**config.mk**
```make
export PLATFORM = sky130hd
export DESIGN_NAME = vec_alu_sequencer
export DESIGN_NICKNAME = d
export VERILOG_FILES = /design/src/rtl/vec_alu_sequencer.sv
export SDC_FILE = /design/constraint.sdc
export NUM_CORES = 2
export LEC_CHECK = 0
export ABC_AREA = 0
export CAP_MARGIN = 20
export CORE_AREA = 2 2 337 339
export DETAILED_ROUTE_END_ITERATION = 8
export DIE_AREA = 0 0 339 341
export PLACE_DENSITY = 0.51
export SETUP_SLACK_MARGIN = 0.02
export SKIP_CTS_REPAIR_TIMING = 1
export SYNTH_ARGS = -nofsm -noshare
export SYNTH_HDL_FRONTEND = slang
export SYNTH_SLANG_ARGS = --single-unit
```
**constraint.sdc**
```tcl
create_clock -name clk -period 30.3 [get_ports clk]
set_input_delay 6.06 -clock clk [delete_from_list [all_inputs] [get_ports clk]]
set_output_delay 6.06 -clock clk [all_outputs]
set_load 0.005 [all_outputs]
```
**src/rtl/vec_alu_sequencer.sv**
```systemverilog
// Multi-beat sequencer: runs a VECTOR_SIZE-bit ALU op through a narrow external slice, low beat first.
// Optional perf counters (perf_ops, perf_stall) enabled by defining VEC_SEQ_PERF_CNT_EN.
module vec_alu_sequencer #(
  parameter int unsigned VECTOR_SIZE = 256,
  parameter int unsigned ELEMENT     = 16,
  parameter int unsigned SLICE_LANES = 2
) (
  input  logic                           clk,
  input  logic                           rst,
  input  logic                           req_valid,
  output logic                           req_ready,
  input  logic [VECTOR_SIZE-1:0]         req_a,
  input  logic [VECTOR_SIZE-1:0]         req_b,
  input  logic [2:0]                     req_opcode,
  output logic [ELEMENT*SLICE_LANES-1:0] slice_a,
  output logic [ELEMENT*SLICE_LANES-1:0] slice_b,
  output logic [2:0]                     slice_opcode,
  input  logic [ELEMENT*SLICE_LANES-1:0] slice_result,
  output logic                           rsp_valid,
  input  logic                           rsp_ready,
  output logic [VECTOR_SIZE-1:0]         rsp_result,
  output logic                           busy
`ifdef VEC_SEQ_PERF_CNT_EN
  ,
  output logic [31:0]                    perf_ops,
  output logic [31:0]                    perf_stall
`endif
);

  localparam int unsigned W      = ELEMENT * SLICE_LANES;
  localparam int unsigned BEATS  = VECTOR_SIZE / W;
  localparam int unsigned BEAT_W = (BEATS > 1) ? $clog2(BEATS) : 1;

  if (VECTOR_SIZE % W != 0) begin : g_size_check
    $error("vec_alu_sequencer: VECTOR_SIZE must be a multiple of ELEMENT*SLICE_LANES");
  end

  typedef enum logic [1:0] {StIdle, StRun, StDone} state_e;

  state_e                 state_q, state_d;
  logic [BEAT_W-1:0]      beat_q, beat_d;
  logic [VECTOR_SIZE-1:0] opa_q, opa_d;
  logic [VECTOR_SIZE-1:0] opb_q, opb_d;
  logic [2:0]             opcode_q, opcode_d;
  logic [VECTOR_SIZE-1:0] result_q, result_d;

  always_ff @(posedge clk or posedge rst) begin
    if (rst) begin
      state_q  <= StIdle;
      beat_q   <= '0;
      opa_q    <= '0;
      opb_q    <= '0;
      opcode_q <= '0;
      result_q <= '0;
    end else begin
      state_q  <= state_d;
      beat_q   <= beat_d;
      opa_q    <= opa_d;
      opb_q    <= opb_d;
      opcode_q <= opcode_d;
      result_q <= result_d;
    end
  end

  always_comb begin
    state_d      = state_q;
    beat_d       = beat_q;
    opa_d        = opa_q;
    opb_d        = opb_q;
    opcode_d     = opcode_q;
    result_d     = result_q;
    req_ready    = 1'b0;
    rsp_valid    = 1'b0;
    busy         = 1'b0;
    slice_a      = '0;
    slice_b      = '0;
    slice_opcode = '0;
    unique case (state_q)
      StIdle: begin
        req_ready = 1'b1;
        if (req_valid) begin
          opa_d    = req_a;
          opb_d    = req_b;
          opcode_d = req_opcode;
          beat_d   = '0;
          state_d  = StRun;
        end
      end
      StRun: begin
        busy         = 1'b1;
        slice_a      = opa_q[beat_q*W +: W];
        slice_b      = opb_q[beat_q*W +: W];
        slice_opcode = opcode_q;
        result_d[beat_q*W +: W] = slice_result;
        // Explicit wrap keeps non-power-of-two beat counts correct.
        if (beat_q == BEAT_W'(BEATS - 1)) begin
          beat_d  = '0;
          state_d = StDone;
        end else begin
          beat_d = beat_q + 1'b1;
        end
      end
      StDone: begin
        busy      = 1'b1;
        rsp_valid = 1'b1;
        if (rsp_ready) state_d = StIdle;
      end
      default: state_d = StIdle;
    endcase
  end

  assign rsp_result = result_q;

`ifdef VEC_SEQ_PERF_CNT_EN
  logic [31:0] perf_ops_q, perf_stall_q;

  always_ff @(posedge clk or posedge rst) begin
    if (rst) begin
      perf_ops_q   <= '0;
      perf_stall_q <= '0;
    end else begin
      if (rsp_valid && rsp_ready) perf_ops_q <= perf_ops_q + 32'd1;
      if (state_q == StDone && !rsp_ready) perf_stall_q <= perf_stall_q + 32'd1;
    end
  end

  assign perf_ops   = perf_ops_q;
  assign perf_stall = perf_stall_q;
`endif

endmodule

```
==> metrics.csv <==
metric,value,unit
DR vias/cell,4.78,
status,finished clean,
Synth cell types,33,
clock latency on the worst-skew pair,0.67,ns
grt peak-use layer,met2,
Non-Filler Instances,4690,
type of origin of the critical path,flop,
pwr/cell area,97.4,nW/um^2
RR Endpoint,rsp_result[194]$_DFFE_PP0P_,
port bufs,876,
placed cell count,4493,
max-cap violation count,0,
critical setup path kind,flop to primary output,
initial antenna violation count,68,
synth warn,0,
antenna-violating nets left,0,
Post-Syn Instances,2230,
fin nets,3651,
syn_area_per_cell,15.2,sq um
global-route wire length before repair,175,mm
worst hold endpoint,rsp_result[229]$_DFFE_PP0P_,
Slew Limit Fails,0,
WL per Instance,26.3,um
TritonRoute pass-1 iters,5,
hold path cells,1,
leakage,0.0199,uW
critical hold path startpoint,rsp_result[229]$_DFFE_PP0P_,
largest net degree at the start of global routing,158,
routing usage on met1,0.233,
CTS root buf,clkbuf_16,
Worst R2R Path Depth,7,
row cnt,123,
worst-case clock buffer depth,3,
io pins,877,
Critical Path Source,beat_q[1]$_DFFE_PP0P_,
DP HPWL,91.6,mm
Compound-Gate Fraction of Synth Area,0.0107,
H-tree levels,3,
Max Freq,0.0944,GHz
vias in the first global route,24300,
CORE AREA,112000,sq um
RSZ-0062 raised after global routing,false,
Syn-to-layout area delta,39.5,%
Post-Syn Area,33900,sq um
Syn Nets,2792,
die footprint,116000,sq um
Setup crit end kind,primary output,
Worst slew margin,0.273,
Power Total,4610,uW
via count,22400,
TritonCTS buffer count,92,
grt ovf,0,
Critical Path Fanout Max,41,
"Hold Vio Cnt, Final",0,
dpl cell area,44100,sq um
Initial DRC Count,976,
routability cong.,0.911,
final period utilization,0.350,
initial core utilization,0.303,
final setup violation count,0,
largest family of logic cells by synthesized area,multiplexers,
Fin Setup TNS,0,ns
CTS tree,yes,
GRT Overall Usage,0.209,
worst min path class,flop to flop,
most frequent cells in the layout,"clkdlybuf4s50_1, dfrtp_1, mux2_2",
peak supply drop,0.0435,mV
Reg-to-Reg Start,beat_q[0]$_DFFE_PP0P_,
met2 usage,0.356,
drt drc,0,
CP required,24.24,ns
die height,341,um
"Clk pin slew, worst setup/hold paths",0.06,ns
final setup skew,0.0196,ns
Routed WL,123,mm
"most common cell after layout, fill and taps aside",clkdlybuf4s50_1,
Yosys reg bits,776,
crit path time final,10.59,ns
layout cells sized above 1,0.322,
Simple-Gate Fraction of Synth Area,0.0409,
"Seq/Total Area, Yosys",0.573,
critical path arrival,4.53,ns
Worst-Margin Slew,1.09,ns
post-synthesis mux area share,0.344,
clock tree sinks,776,
met3 GRT Util,0.0803,
die span in x,339,um
"reg-to-reg slack, setup",25.14,ns
Synth Area in XOR/XNOR,0,
adder-cell share of the synthesized area,0.00406,
post-route design area,47300,sq um
[worst max-delay path by stage]
stage | end
floorplan | beat_q[0]$_DFFE_PP0P_
global placement | slice_a[9]
detailed placement | slice_a[9]
CTS | slice_a[9]
global route | slice_a[9]
finish | slice_a[9]
[logic make-up after synthesis]
logic type | Yosys count
AO/OA/AOI/OAI | 69
AND/OR/NAND/NOR | 283
buffers and inverters | 189
adder cells (fa/ha/maj) | 11
flip-flops | 776
multiplexers | 902
[report_power, final]
part	internal, uW	total, uW	switching (uW)
logic	1010	1710	696
registers	1500	1790	290
clock network	657	1110	452
[synth_stat cells]
cell      count  area, sq um
nor3_1        1         5.00
nand2_1     167          627
buf_4        22          165
mux2i_1      33          330
buf_2        87          435
and3b_1       1         8.76
buf_6         3         33.8
or3b_1        1         8.76
nor3b_1       1         7.51
buf_1         7         26.3
nor3_4        1         16.3
mux2_2      662         7450
nor3b_2       1         12.5
a32o_1        1         10.0
nor4b_2       1         15.0
dfrtp_1     776        19400
mux2_1       49          552
o221a_2       1         11.3
o31ai_1       3         22.5
clkbuf_1     29          109
ha_1         11          138
nand2b_1      1         6.26
mux2_4       30          450
inv_1        41          154
a21oi_1      64          320
nor2_1        3         11.3
nand4b_1      1         8.76
and2_1       94          588
nor3_2        2         20.0
mux4_2      128         2880
and3_1        5         31.3
nor2b_1       2         12.5
nand4_1       1         6.26
[critical path: stages (launching register included)]
cell,delay [ns]
dfrtp_4,0.72
buf_4,0.68
buf_4,0.80
mux4_2,0.37
nand2_1,0.06
a21oi_1,0.51
clkdlybuf4s50_1,0.62
[cell type report]
cell class	instances	area [sq um]
well taps	1500	1880
clock inverters	36	405
fillers	10300	64600
repair buffers	913	9110
diodes	32	80.1
flip-flops and latches	776	19400
multi-input cells	1265	13600
clock buffers	127	2590
inverters	41	164
[state kept, by name (all words and copies together), names as in the netlist]
name        flops
opa_q         256
beat_q          3
opb_q         256
opcode_q        3
state_q         2
rsp_result    256
[routing by layer]
| layer | up-vias | part of all wire |
|---|---|---|
| met2 | 765 | 0.51 |
| met1 | 11700 | 0.37 |
| met5 | - | 0.0030 |
| met4 | 60 | 0.035 |
| met3 | 229 | 0.085 |
| li1 | 9710 | - |
[through the flow]
step	worst slack (ns)	hold WS, ns	utilization
floorplan	2.46	0.471	-
global placement	20.15	0.466	0.395
detailed placement	20.16	0.481	0.395
CTS	19.42	0.495	0.421
global route	19.35	0.503	0.422
finish	19.71	0.489	0.423
Power figures use the tool's default switching activity.
==> patch: new RTL, same settings <==
`SLICE_LANES`: 2 -> 1.
--- a/src/rtl/vec_alu_sequencer.sv
+++ b/src/rtl/vec_alu_sequencer.sv
@@ -5,3 +5,3 @@
   parameter int unsigned ELEMENT     = 16,
-  parameter int unsigned SLICE_LANES = 2
+  parameter int unsigned SLICE_LANES = 1
 ) (
Ports: changed (resized slice_a, slice_b and slice_result); port bits go from 877 to 829. No check against the original RTL was run, so the function may have changed too.
==> patch against the unedited design <==
- synthesized cell count increased by 60%
- clock skew increased by 0.00096 ns
- synthesized area increased by 3.0%
- first-iteration DRC count increased by 140%
- power decreased by 7.0%
- worst setup slack got worse by 0.58 ns
- global-route usage increased by 5.3 points
- routed wire length increased by 25%
- sequential cell count increased by 1
- critical path type unchanged
- critical path depth increased by 1
- sequential share of layout area decreased by 0.44 points
- via count increased by 31%
- combinational power decreased by 15%
- final area increased by 1.2%
==> patch: results (changes against the unedited design) <==
* Final setup margin at 19.13 ns (was 19.71 ns)
* Hold Startpoint: opb_q[99] (was rsp_result[229])
* Worst slack, placed at 19.82 ns (was 20.16 ns)
* Worst r2r src: beat_q[1] (was beat_q[0])
* CP peak stage delay at 0.82 ns (was 0.80 ns)
* Synthesized area per cell at 9.80 µm² (was 15.2 µm²)
* Max VDD drop at 46.9 µV (was 43.5 µV)
* Routed vias/inst at 5.00 (was 4.78)
* Commonest cells in the netlist: nand2_1 (1614), dfrtp_1 (777), clkbuf_1 (190), mux2i_1 (181) (was dfrtp_1 (776), mux2_2 (662), nand2_1 (167), mux4_2 (128), and2_1 (94))
* Worst Setup EP: slice_a[5] (was slice_a[9])
* HPWL after detailed placement at 114000 µm (was 91600 µm)
* Port-buffer cells at 828 (was 876)
* Layout filler cell count at 11000 (was 10300)
* Leak pwr at 23.5 nW (was 19.9 nW)
* Hold Path Cell Cnt at 2 (was 1)
* CP max stage cell: dfrtp_4 (was buf_4)
* Nets at 4832 (was 3651)
* GRT Overall Usage at 0.262 (was 0.209)
* Max FO, Critical Path at 45 (was 41)
* Clk_skew at 0.0205 ns (was 0.0196 ns)
* Placed cell count at 5697 (was 4493)
* Initial DRC Count at 2377 (was 976)
* Cells on worst reg2reg path at 8 (was 7)
* Status: finished clean (unchanged)
* Critical Path AT at 5.11 ns (was 4.53 ns)
* Critical Path Source: beat_q[0] (was beat_q[1])
* Largest net degree at the start of global routing at 205 (was 158)
* Initial antenna violation count at 51 (was 68)
* Syn nets at 4104 (was 2792)
* R2r endpoint: rsp_result[132] (was rsp_result[194])
* Share of cells above drive strength 1 at 0.0966 (was 0.322)
* Register area share after synthesis at 0.557 (was 0.573)
* Distinct cells, synth at 45 (was 33)
* Routability congestion estimate at 0.884 (was 0.911)
* Endpoint, Worst Hold: opb_q[99] (was rsp_result[229])
[patch: changes by cell type after synthesis, sizes merged, moves of 97 or more]
cell and change:
and4 +97, clkbuf +161, a21o +97, nand2 +1447
mux2 -678, mux2i +148
[patch: area by class of cell]
type / count / share of cell area
tap: 1500 / 0.0392
clock inverter: 33 / 0.00795
antenna: 13 / 0.000680
clock buffer: 139 / 0.0582
inverter: 60 / 0.00486
sequential: 777 / 0.407
multi-input combinational: 2471 / 0.299
timing repair buffer: 889 / 0.184
[patch: layer usage]
| metal | wire (µm) | global-route usage |
|---|---|---|
| met1 | 62500 | 0.325 |
| met2 | 73900 | 0.436 |
| met3 | 11000 | 0.0633 |
| met4 | 6610 | 0.108 |
| met5 | 282 | 0 |
[patch: cell families after synthesis]
| logic type | count (synthesis) | share of synthesized area |
|---|---|---|
| AOI/OAI and AO/OA | 273 | 0.0607 |
| xor gates and xnor gates | 2 | 0.000502 |
| adders and majority gates | 6 | 0.00215 |
| buffers and inverters | 315 | 0.0363 |
| DFF | 777 | 0.557 |
| muxes | 313 | 0.117 |
| and+or+nand+nor | 1877 | 0.227 |
[patch: worst min-delay path, cell delays in order, from the launching register on]
cell and delay [ns]:
dfrtp_1 0.34, nand2_1 0.05, nand2_1 0.05
[patch: metrics by stage]
stage               hold WS, ns  area, µm²
finish                    0.467      47900
global route              0.485      47800
CTS                       0.472      47800
detailed placement        0.458      44700
global placement          0.453      44700
floorplan                 0.438      34900
[patch: power by group]
part	internal, mW	switching (mW)	total, mW
Combinational	0.598	0.849	1.45
Sequential	1.40	0.280	1.68
Clock	0.694	0.463	1.16
